## src/rtl/exu_csr_seq_unit_if.sv

```systemverilog
// Bundle of the dispatch request, CSR file and writeback ports of exu_csr_seq_unit.
// The slave modport is the unit side and the master modport is the environment side.
interface exu_csr_seq_unit_if #(
  parameter int XLEN       = 32,
  parameter int CSR_ADDR_W = 12,
  parameter int REG_ADDR_W = 5
);
  logic                  req_valid_i;
  logic                  req_ready_o;
  logic [1:0]            req_op_i;
  logic [XLEN-1:0]       req_op1_i;
  logic                  req_op1_zero_i;
  logic [CSR_ADDR_W-1:0] req_addr_i;
  logic [REG_ADDR_W-1:0] req_rd_i;
  logic                  int_assert_i;
  logic [CSR_ADDR_W-1:0] csr_raddr_o;
  logic [XLEN-1:0]       csr_rdata_i;
  logic                  csr_we_o;
  logic [CSR_ADDR_W-1:0] csr_waddr_o;
  logic [XLEN-1:0]       csr_wdata_o;
  logic                  wb_valid_o;
  logic                  wb_ready_i;
  logic [REG_ADDR_W-1:0] wb_rd_o;
  logic [XLEN-1:0]       wb_data_o;
  logic                  busy_o;
  logic                  illegal_o;

  modport slave (
    input  req_valid_i, req_op_i, req_op1_i, req_op1_zero_i, req_addr_i, req_rd_i,
    input  int_assert_i, csr_rdata_i, wb_ready_i,
    output req_ready_o, csr_raddr_o, csr_we_o, csr_waddr_o, csr_wdata_o,
    output wb_valid_o, wb_rd_o, wb_data_o, busy_o, illegal_o
  );

  modport master (
    output req_valid_i, req_op_i, req_op1_i, req_op1_zero_i, req_addr_i, req_rd_i,
    output int_assert_i, csr_rdata_i, wb_ready_i,
    input  req_ready_o, csr_raddr_o, csr_we_o, csr_waddr_o, csr_wdata_o,
    input  wb_valid_o, wb_rd_o, wb_data_o, busy_o, illegal_o
  );
endinterface

```

## src/rtl/exu_csr_seq_unit.sv

```systemverilog
// Sequenced CSRRW/CSRRS/CSRRC unit: IDLE -> READ -> WRITE -> RESP with registered outputs.
// Optional macro CSR_RO_TRAP_EN turns writes to read-only CSRs (addr[11:10]==2'b11) into an illegal_o pulse.
module exu_csr_seq_unit #(
  parameter int XLEN       = 32,
  parameter int CSR_ADDR_W = 12,
  parameter int REG_ADDR_W = 5
) (
  input logic              clk,
  input logic              rst_n,
  exu_csr_seq_unit_if.slave bus
);
  typedef enum logic [1:0] {
    ST_IDLE  = 2'd0,
    ST_READ  = 2'd1,
    ST_WRITE = 2'd2,
    ST_RESP  = 2'd3
  } state_e;

  localparam logic [1:0] OP_RW = 2'b01;
  localparam logic [1:0] OP_RC = 2'b11;

  state_e                state_q, state_d;
  logic [1:0]            op_q, op_d;
  logic [XLEN-1:0]       op1_q, op1_d;
  logic                  op1_zero_q, op1_zero_d;
  logic [CSR_ADDR_W-1:0] addr_q, addr_d;
  logic [REG_ADDR_W-1:0] rd_q, rd_d;
  logic [XLEN-1:0]       old_q, old_d;

  logic                  ready_q, ready_d;
  logic [CSR_ADDR_W-1:0] raddr_q, raddr_d;
  logic                  we_q, we_d;
  logic [CSR_ADDR_W-1:0] waddr_q, waddr_d;
  logic [XLEN-1:0]       wdata_q, wdata_d;
  logic                  wb_valid_q, wb_valid_d;
  logic [REG_ADDR_W-1:0] wb_rd_q, wb_rd_d;
  logic [XLEN-1:0]       wb_data_q, wb_data_d;
  logic                  busy_q, busy_d;
  logic                  illegal_q, illegal_d;

  logic [XLEN-1:0]       new_val_s;
  logic                  suppress_s;
  logic                  ro_trap_s;

  // New CSR value and write qualification, evaluated against the live read data in READ.
  always_comb begin
    case (op_q)
      OP_RW:   new_val_s = op1_q;
      OP_RC:   new_val_s = bus.csr_rdata_i & ~op1_q;
      default: new_val_s = bus.csr_rdata_i | op1_q;
    endcase
    suppress_s = (op_q != OP_RW) && op1_zero_q;
`ifdef CSR_RO_TRAP_EN
    ro_trap_s = (addr_q[CSR_ADDR_W-1 -: 2] == 2'b11) && !suppress_s;
`else
    ro_trap_s = 1'b0;
`endif
  end

  // Next-state logic; output registers are loaded with the value they must show in the next state.
  always_comb begin
    state_d    = state_q;
    op_d       = op_q;
    op1_d      = op1_q;
    op1_zero_d = op1_zero_q;
    addr_d     = addr_q;
    rd_d       = rd_q;
    old_d      = old_q;
    ready_d    = 1'b0;
    raddr_d    = '0;
    we_d       = 1'b0;
    waddr_d    = '0;
    wdata_d    = '0;
    wb_valid_d = 1'b0;
    wb_rd_d    = '0;
    wb_data_d  = '0;
    illegal_d  = 1'b0;

    case (state_q)
      ST_IDLE: begin
        if (bus.req_valid_i && ready_q) begin
          op_d       = bus.req_op_i;
          op1_d      = bus.req_op1_i;
          op1_zero_d = bus.req_op1_zero_i;
          addr_d     = bus.req_addr_i;
          rd_d       = bus.req_rd_i;
          raddr_d    = bus.req_addr_i;
          state_d    = ST_READ;
        end else begin
          ready_d = 1'b1;
        end
      end
      ST_READ: begin
        if (bus.int_assert_i) begin
          state_d = ST_IDLE;
          ready_d = 1'b1;
        end else begin
          old_d     = bus.csr_rdata_i;
          we_d      = !suppress_s && !ro_trap_s;
          illegal_d = ro_trap_s;
          waddr_d   = addr_q;
          wdata_d   = new_val_s;
          state_d   = ST_WRITE;
        end
      end
      ST_WRITE: begin
        // Committed: interrupts no longer matter; x0 results and traps produce no writeback.
        if (!illegal_q && (rd_q != '0)) begin
          wb_valid_d = 1'b1;
          wb_rd_d    = rd_q;
          wb_data_d  = old_q;
          state_d    = ST_RESP;
        end else begin
          ready_d = 1'b1;
          state_d = ST_IDLE;
        end
      end
      ST_RESP: begin
        if (bus.wb_ready_i) begin
          ready_d = 1'b1;
          state_d = ST_IDLE;
        end else begin
          wb_valid_d = 1'b1;
          wb_rd_d    = rd_q;
          wb_data_d  = old_q;
        end
      end
      default: begin
        state_d = ST_IDLE;
      end
    endcase

    busy_d = (state_d != ST_IDLE);
  end

  // State, request and output registers.
  always_ff @(posedge clk or negedge rst_n) begin
    if (!rst_n) begin
      state_q    <= ST_IDLE;
      op_q       <= 2'b00;
      op1_q      <= '0;
      op1_zero_q <= 1'b0;
      addr_q     <= '0;
      rd_q       <= '0;
      old_q      <= '0;
      ready_q    <= 1'b0;
      raddr_q    <= '0;
      we_q       <= 1'b0;
      waddr_q    <= '0;
      wdata_q    <= '0;
      wb_valid_q <= 1'b0;
      wb_rd_q    <= '0;
      wb_data_q  <= '0;
      busy_q     <= 1'b0;
      illegal_q  <= 1'b0;
    end else begin
      state_q    <= state_d;
      op_q       <= op_d;
      op1_q      <= op1_d;
      op1_zero_q <= op1_zero_d;
      addr_q     <= addr_d;
      rd_q       <= rd_d;
      old_q      <= old_d;
      ready_q    <= ready_d;
      raddr_q    <= raddr_d;
      we_q       <= we_d;
      waddr_q    <= waddr_d;
      wdata_q    <= wdata_d;
      wb_valid_q <= wb_valid_d;
      wb_rd_q    <= wb_rd_d;
      wb_data_q  <= wb_data_d;
      busy_q     <= busy_d;
      illegal_q  <= illegal_d;
    end
  end

  assign bus.req_ready_o = ready_q;
  assign bus.csr_raddr_o = raddr_q;
  assign bus.csr_we_o    = we_q;
  assign bus.csr_waddr_o = waddr_q;
  assign bus.csr_wdata_o = wdata_q;
  assign bus.wb_valid_o  = wb_valid_q;
  assign bus.wb_rd_o     = wb_rd_q;
  assign bus.wb_data_o   = wb_data_q;
  assign bus.busy_o      = busy_q;
  assign bus.illegal_o   = illegal_q;
endmodule

```

## src/flat_wrapper.sv

```systemverilog
// flat-port wrapper written by rule: the top's interface ports become plain ports
module exu_csr_seq_unit_flat 
#(
  parameter int XLEN       = 32,
  parameter int CSR_ADDR_W = 12,
  parameter int REG_ADDR_W = 5
)
  (clk, rst_n, bus_req_valid_i, bus_req_op_i, bus_req_op1_i, bus_req_op1_zero_i, bus_req_addr_i, bus_req_rd_i, bus_int_assert_i, bus_csr_rdata_i, bus_wb_ready_i, bus_req_ready_o, bus_csr_raddr_o, bus_csr_we_o, bus_csr_waddr_o, bus_csr_wdata_o, bus_wb_valid_o, bus_wb_rd_o, bus_wb_data_o, bus_busy_o, bus_illegal_o);
  exu_csr_seq_unit_if #(.XLEN(XLEN), .CSR_ADDR_W(CSR_ADDR_W), .REG_ADDR_W(REG_ADDR_W)) bus_i ();
  input logic clk;
  input logic rst_n;
  input wire logic [$bits(bus_i.req_valid_i)-1:0] bus_req_valid_i;
  input wire logic [$bits(bus_i.req_op_i)-1:0] bus_req_op_i;
  input wire logic [$bits(bus_i.req_op1_i)-1:0] bus_req_op1_i;
  input wire logic [$bits(bus_i.req_op1_zero_i)-1:0] bus_req_op1_zero_i;
  input wire logic [$bits(bus_i.req_addr_i)-1:0] bus_req_addr_i;
  input wire logic [$bits(bus_i.req_rd_i)-1:0] bus_req_rd_i;
  input wire logic [$bits(bus_i.int_assert_i)-1:0] bus_int_assert_i;
  input wire logic [$bits(bus_i.csr_rdata_i)-1:0] bus_csr_rdata_i;
  input wire logic [$bits(bus_i.wb_ready_i)-1:0] bus_wb_ready_i;
  output wire logic [$bits(bus_i.req_ready_o)-1:0] bus_req_ready_o;
  output wire logic [$bits(bus_i.csr_raddr_o)-1:0] bus_csr_raddr_o;
  output wire logic [$bits(bus_i.csr_we_o)-1:0] bus_csr_we_o;
  output wire logic [$bits(bus_i.csr_waddr_o)-1:0] bus_csr_waddr_o;
  output wire logic [$bits(bus_i.csr_wdata_o)-1:0] bus_csr_wdata_o;
  output wire logic [$bits(bus_i.wb_valid_o)-1:0] bus_wb_valid_o;
  output wire logic [$bits(bus_i.wb_rd_o)-1:0] bus_wb_rd_o;
  output wire logic [$bits(bus_i.wb_data_o)-1:0] bus_wb_data_o;
  output wire logic [$bits(bus_i.busy_o)-1:0] bus_busy_o;
  output wire logic [$bits(bus_i.illegal_o)-1:0] bus_illegal_o;
  assign bus_i.req_valid_i = bus_req_valid_i;
  assign bus_i.req_op_i = bus_req_op_i;
  assign bus_i.req_op1_i = bus_req_op1_i;
  assign bus_i.req_op1_zero_i = bus_req_op1_zero_i;
  assign bus_i.req_addr_i = bus_req_addr_i;
  assign bus_i.req_rd_i = bus_req_rd_i;
  assign bus_i.int_assert_i = bus_int_assert_i;
  assign bus_i.csr_rdata_i = bus_csr_rdata_i;
  assign bus_i.wb_ready_i = bus_wb_ready_i;
  assign bus_req_ready_o = bus_i.req_ready_o;
  assign bus_csr_raddr_o = bus_i.csr_raddr_o;
  assign bus_csr_we_o = bus_i.csr_we_o;
  assign bus_csr_waddr_o = bus_i.csr_waddr_o;
  assign bus_csr_wdata_o = bus_i.csr_wdata_o;
  assign bus_wb_valid_o = bus_i.wb_valid_o;
  assign bus_wb_rd_o = bus_i.wb_rd_o;
  assign bus_wb_data_o = bus_i.wb_data_o;
  assign bus_busy_o = bus_i.busy_o;
  assign bus_illegal_o = bus_i.illegal_o;
  exu_csr_seq_unit #(.XLEN(XLEN), .CSR_ADDR_W(CSR_ADDR_W), .REG_ADDR_W(REG_ADDR_W)) u_core (.clk(clk), .rst_n(rst_n), .bus(bus_i));
endmodule
```

## config.mk

```make
export PLATFORM = sky130hd
export DESIGN_NAME = exu_csr_seq_unit_flat
export DESIGN_NICKNAME = d
export VERILOG_FILES = /design/src/rtl/exu_csr_seq_unit_if.sv /design/src/rtl/exu_csr_seq_unit.sv /design/src/flat_wrapper.sv
export SDC_FILE = /design/constraint.sdc
export NUM_CORES = 1
export LEC_CHECK = 0
export BUFFER_PORTS_ARGS = -buffer_cell sky130_fd_sc_hd__buf_2
export CORE_MARGIN = 2
export CORE_UTILIZATION = 45
export DETAILED_ROUTE_END_ITERATION = 7
export PLACE_DENSITY = 0.71
export REMOVE_ABC_BUFFERS = 1
export SETUP_SLACK_MARGIN = 0.15
export SYNTH_ARGS = -nofsm -noshare
export SYNTH_HDL_FRONTEND = slang
export SYNTH_SLANG_ARGS = --single-unit
```

## constraint.sdc

```tcl
create_clock -name clk -period 2.39 [get_ports clk]
set_input_delay 0.1195 -clock clk [delete_from_list [all_inputs] [get_ports clk]]
set_output_delay 0.1195 -clock clk [all_outputs]
set_load 0.01 [all_outputs]
```

# Yosys cells after proc, flatten, opt, wreduce, memory -nomap -nowiden
# Index checks and enable logic that the tools add are counted.
# word_totals
regBits	183
inputBits	89
out_inout_bits	98
elab_cells	62
# classes
eq_ne	6
mux	28
bitwise_logic	4
reduce_logical	8
# ops
op	n
$mux W32	4
$pmux W32 S2	2
$mux W12	4
$and A32 B32 Y32	1
$not A32 Y32	1
$or A32 B32 Y32	1
$mux W5	2
$pmux W5 S2	1
$mux W1	8
$mux W2	4
$pmux W2 S4	1
$eq A2 B2 Y1 const B	3
$reduce_bool A5 Y1	1
$eq A2 B1 Y1 const B	2
$pmux W1 S4	1
$reduce_and A2 Y1	2
$logic_and A1 B1 Y1	2
$logic_not A2 Y1	1
$ne A2 B1 Y1 const B	1
$pmux W1 S2	1
$reduce_bool A2 Y1	1
$logic_not A1 Y1	1
$not A1 Y1	1

# Depth between registers and ports, before layout
# depth
ltp_word	5
mapped_depth	5
depth_no_buf	3

# Worst setup path after synthesis
# OpenSTA, ideal clock, no wires.
# synth_path
kind	reg2reg
from	reg u_core.state_q[0]
to	reg u_core.busy_q (netlist: u_core.bus.busy_o)
setup_time_ps	131
arrival_ps	1487
required_time_ps	2259
setup_slack_ps	772
path_stages_with_launch	4
path_buffers	0
cell_sequence	dfrtp_1 or4_1 o21a_1 or3_1
# synth_via
elab_chain_cells	3
word_cells_on_any_way	8
cone_classes	eq/ne: 3; mux: 3; reduce/logical: 2
# synth_lines
element	line	source
from (decl)	exu_csr_seq_unit.sv:22	state_e state_q, state_d;
from (signal assigned)	exu_csr_seq_unit.sv:157	state_q <= state_d;
$eq A2 B2 Y1 (tied with other cells)	exu_csr_seq_unit.sv:79	case (state_q)
$pmux W2 S4 (*)	exu_csr_seq_unit.sv:79	
$reduce_bool A2 Y1 (*)	exu_csr_seq_unit.sv:133	busy_d = (state_d != ST_IDLE);
net u_core.busy_d	exu_csr_seq_unit.sv:38	logic busy_q, busy_d;
to (signal assigned)	exu_csr_seq_unit.sv:172	busy_q <= busy_d;
to (decl)	exu_csr_seq_unit.sv:38	
# Mark *: on every way through the listed nets, which the timed path passes. The rest lies on a longest branch.
# A chain may end at the register's enable or synchronous reset.

# Worst setup path after layout
# layout_path
from	reg u_core.state_q[0]
to	reg u_core.wb_data_q[21] (netlist: u_core.bus.wb_data_o[21])
# layout_via
elab_chain_cells	2
word_cells_on_any_way	3
cone_classes	eq/ne: 2; mux: 1
# layout_lines
element	line	source
$eq A2 B2 Y1	exu_csr_seq_unit.sv:79	
$pmux W32 S2 (*)	exu_csr_seq_unit.sv:79	
net u_core.wb_data_d[21]	exu_csr_seq_unit.sv:37	logic [XLEN-1:0] wb_data_q, wb_data_d;
to (signal assigned)	exu_csr_seq_unit.sv:171	wb_data_q <= wb_data_d;
to (decl)	exu_csr_seq_unit.sv:37	
# Marked as above.

==> results.yml <==
worst_hold_path:
  min_from: "bus_int_assert_i"
  holdCritPathClass: "primary input to register"
  hold_depth: 4
  whs_endpoint: "u_core.bus.csr_we_o"
floorplanning:
  coreArea_um2: 14600
  die-height_um: 126
  die_w_um: 126
  num_rows: 44
  io_pins: 187
  initial_core_util_pct: 46.1
  dieArea_um2: 15900
global_routing:
  grt_pass1_wl_um: 25200
  track_usage_pct: 20.3
  grt_pass1_vias: 4976
  overflow: 0
  grt_max_degree: 79
  antenna_found_initial: 0
final_layout:
  drive_above_1_share_pct: 41.9
  seqCellArea_um2: 4580
  area_delta_synth_final_pct: 38.3
  antennaDiodeCount: 0
  multi_input_area_um2: 2030
  num-fill-cells: 1066
  final_nets: 828
setup_path:
  startpoint_type: "register"
  crit_required_ns: 2.70
  worst-r2r-setup-slack_ns: 0.42
  rr_endpoint: "u_core.bus.wb_data_o[21]"
  crit_fanout: 22
  reg2reg_from: "u_core.state_q[0]"
  endpoint_kind: "register"
  cp.arrival_ns: 2.28
  criticalPathCategory: "register to register"
  r2r_cells: 4
routing:
  ant_nets: 0
  drt-total-wl_um: 15500
  vias: 4579
  route.detailed.drc: 0
  viasPerCell: 4.89
  wl_per_cell_um: 16.6
  drt_pass1_iterations: 5
  drt_iter0_markers: 212
sta:
  slew-limit-headroom_pct: 60.0
  max_freq_mhz: 508
  fin_ws_ns: 0.423
  setup_viol_count_final: 0
  holdWs_ns: 0.0456
  tightest_slew_ns: 0.600
  drv_slew: 0
  finalClockSkew_ns: 0.00805
  period_minus_slack_ns: 1.97
  rsz0062_at_grt: "false"
  hold_viol: 0
  finalCritPeriodShare_pct: 82.3
logic_synthesis:
  synth_common_cells: "183 x dfrtp_1, 84 x mux2_2, 61 x and2_1, 33 x a21oi_1"
  synth_cells: 467
  synth_edf_count: 0
  yosysWarnings: 0
  ys.flop_type: "dfrtp_1"
  synth-seq-cells: 183
  yosysSeqAreaShare_pct: 68.1
  ys_types: 23
  syn_area_um2: 6730
  syn_avg_cell_area_um2: 14.4
  synth_top_cell_by_area: "dfrtp_1"
  synth_area_leaders: "dfrtp_1 68%, mux2_2 14%, and2_1 5.7%, xnor2_1 4.0%, a21oi_1 2.5%"
  async_flop_share_pct: 100
  netlist.area_leader.share_pct: 68.1
  yosysMostFrequentCell: "dfrtp_1"
cts:
  cts_tree: "done"
  cts_max_path_buffers: 2
  cts.root.buffer_cell: "clkbuf_16"
  hold_buffers: 85
  path_clk_slew_ns: 0.07
  cts.sinks: 183
  cts_buffers: 17
  htree_levels: 4
  post_cts_resized: 0
  cts_setup_buffers: 0
  clock_latency_ns: 0.43
place:
  hpwl_um: 9250
  place.gp.congestion: 0.732
  dp_worst_setup_slack_ns: 0.429
  place.port_buffers: 185
status:
  status: "finished, final reports clean"
power_and_ir_drop:
  p_leak_uw: 0.00456
  ir_worst_vdd_uv: 515
  finalPower_uw: 11100
  powerDensity_nw_per_um2: 1190
job:
  cap_violations: 0
[cell families (layout without fill, tap and decap cells)]
| logic type | Yosys count | in the layout | share of synthesized area (%) |
|---|---|---|---|
| flip-flops | 183 | 183 | 68.1 |
| multiplexers | 84 | 84 | 14.1 |
| AND/OR/NAND/NOR | 72 | 72 | 6.66 |
| AO/OA/AOI/OAI | 68 | 68 | 5.26 |
| XOR/XNOR | 31 | 31 | 4.04 |
| buffers and inverters | 28 | 313 | 1.86 |
| other | 1 | 1 | 0.0557 |
[final cells by class]
cell class	count	area share, %
Sequential cell	183	49.2
Clock buffer	18	4.61
Clock inverter	14	1.36
Tap cell	184	2.47
Inverter	1	0.0403
Timing Repair Buffer	280	20.4
Multi-Input combinational cell	256	21.9
[flip-flops by register name, indices dropped and copies added (netlist names), 2 cells and up]
| signal | flops |
|---|---|
| u_core.bus.wb_data_o | 32 |
| u_core.op_q | 2 |
| u_core.rd_q | 5 |
| u_core.old_q | 32 |
| u_core.bus.csr_raddr_o | 12 |
| u_core.bus.wb_rd_o | 5 |
| u_core.addr_q | 12 |
| u_core.state_q | 2 |
| u_core.bus.csr_waddr_o | 12 |
| u_core.op1_q | 32 |
| u_core.bus.csr_wdata_o | 32 |
[placed cells by master (no fill, tap or decap), drive strengths merged]
master       instances
buf                194
dfrtp              183
dlygate4sd3         85
mux2                84
and2                61
a21oi               33
xnor2               31
o21ai               31
clkbuf              19
clkinv               7
inv                  5
nand2                2
or2                  2
clkinvlp             2
nor3                 2
or4                  1
a21boi               1
o21a                 1
nor3b                1
o32a                 1
nor2                 1
nand2b               1
a311oi               1
or3                  1
conb                 1
bufinv               1
[critical path, cell delays in order, from the launching register on]
cell and delay [ns]:
dfrtp_1 0.43, or4_1 0.57, o21a_1 0.37, buf_4 0.29, and2_1 0.18
[how the worst max path moves through the flow]
stage,end,cells after the start,start,slack (ns)
CTS,u_core.bus.wb_data_o[21],4,u_core.state_q[0],0.40
floorplan,u_core.addr_q[0],2,u_core.state_q[1],-2.79
detailed placement,u_core.bus.wb_data_o[0],4,u_core.state_q[0],0.43
global route,u_core.bus.wb_data_o[9],4,u_core.state_q[1],0.27
global placement,u_core.bus.wb_data_o[28],4,u_core.state_q[0],0.49
finish,u_core.bus.wb_data_o[21],4,u_core.state_q[0],0.42
[power breakdown]
group | total [uW] | switching [uW] | internal, uW
Clock | 2630 | 1190 | 1440
Combinational | 3430 | 1590 | 1830
Sequential | 5010 | 707 | 4300
[per-layer routing]
layer  share of wire [%]  global-route usage (%)
met1                  42                    24.8
met2                  50                    33.9
met3                 6.4                    6.88
met4                 1.6                    6.98
met5                   0                       0
[per-stage QoR]
stage / cell area [um2] / instances / TNS, ns / utilization [%]
after floorplan: 6610 / 440 / -239.11 / -
after global placement: 7900 / 819 / 0 / 54.1
after detailed placement: 7900 / 819 / 0 / 54.1
after CTS: 9300 / 936 / 0 / 63.8
after global routing: 9300 / 936 / 0 / 63.8
final: 9300 / 936 / 0 / 63.8
(Power assumes the default switching activity.)
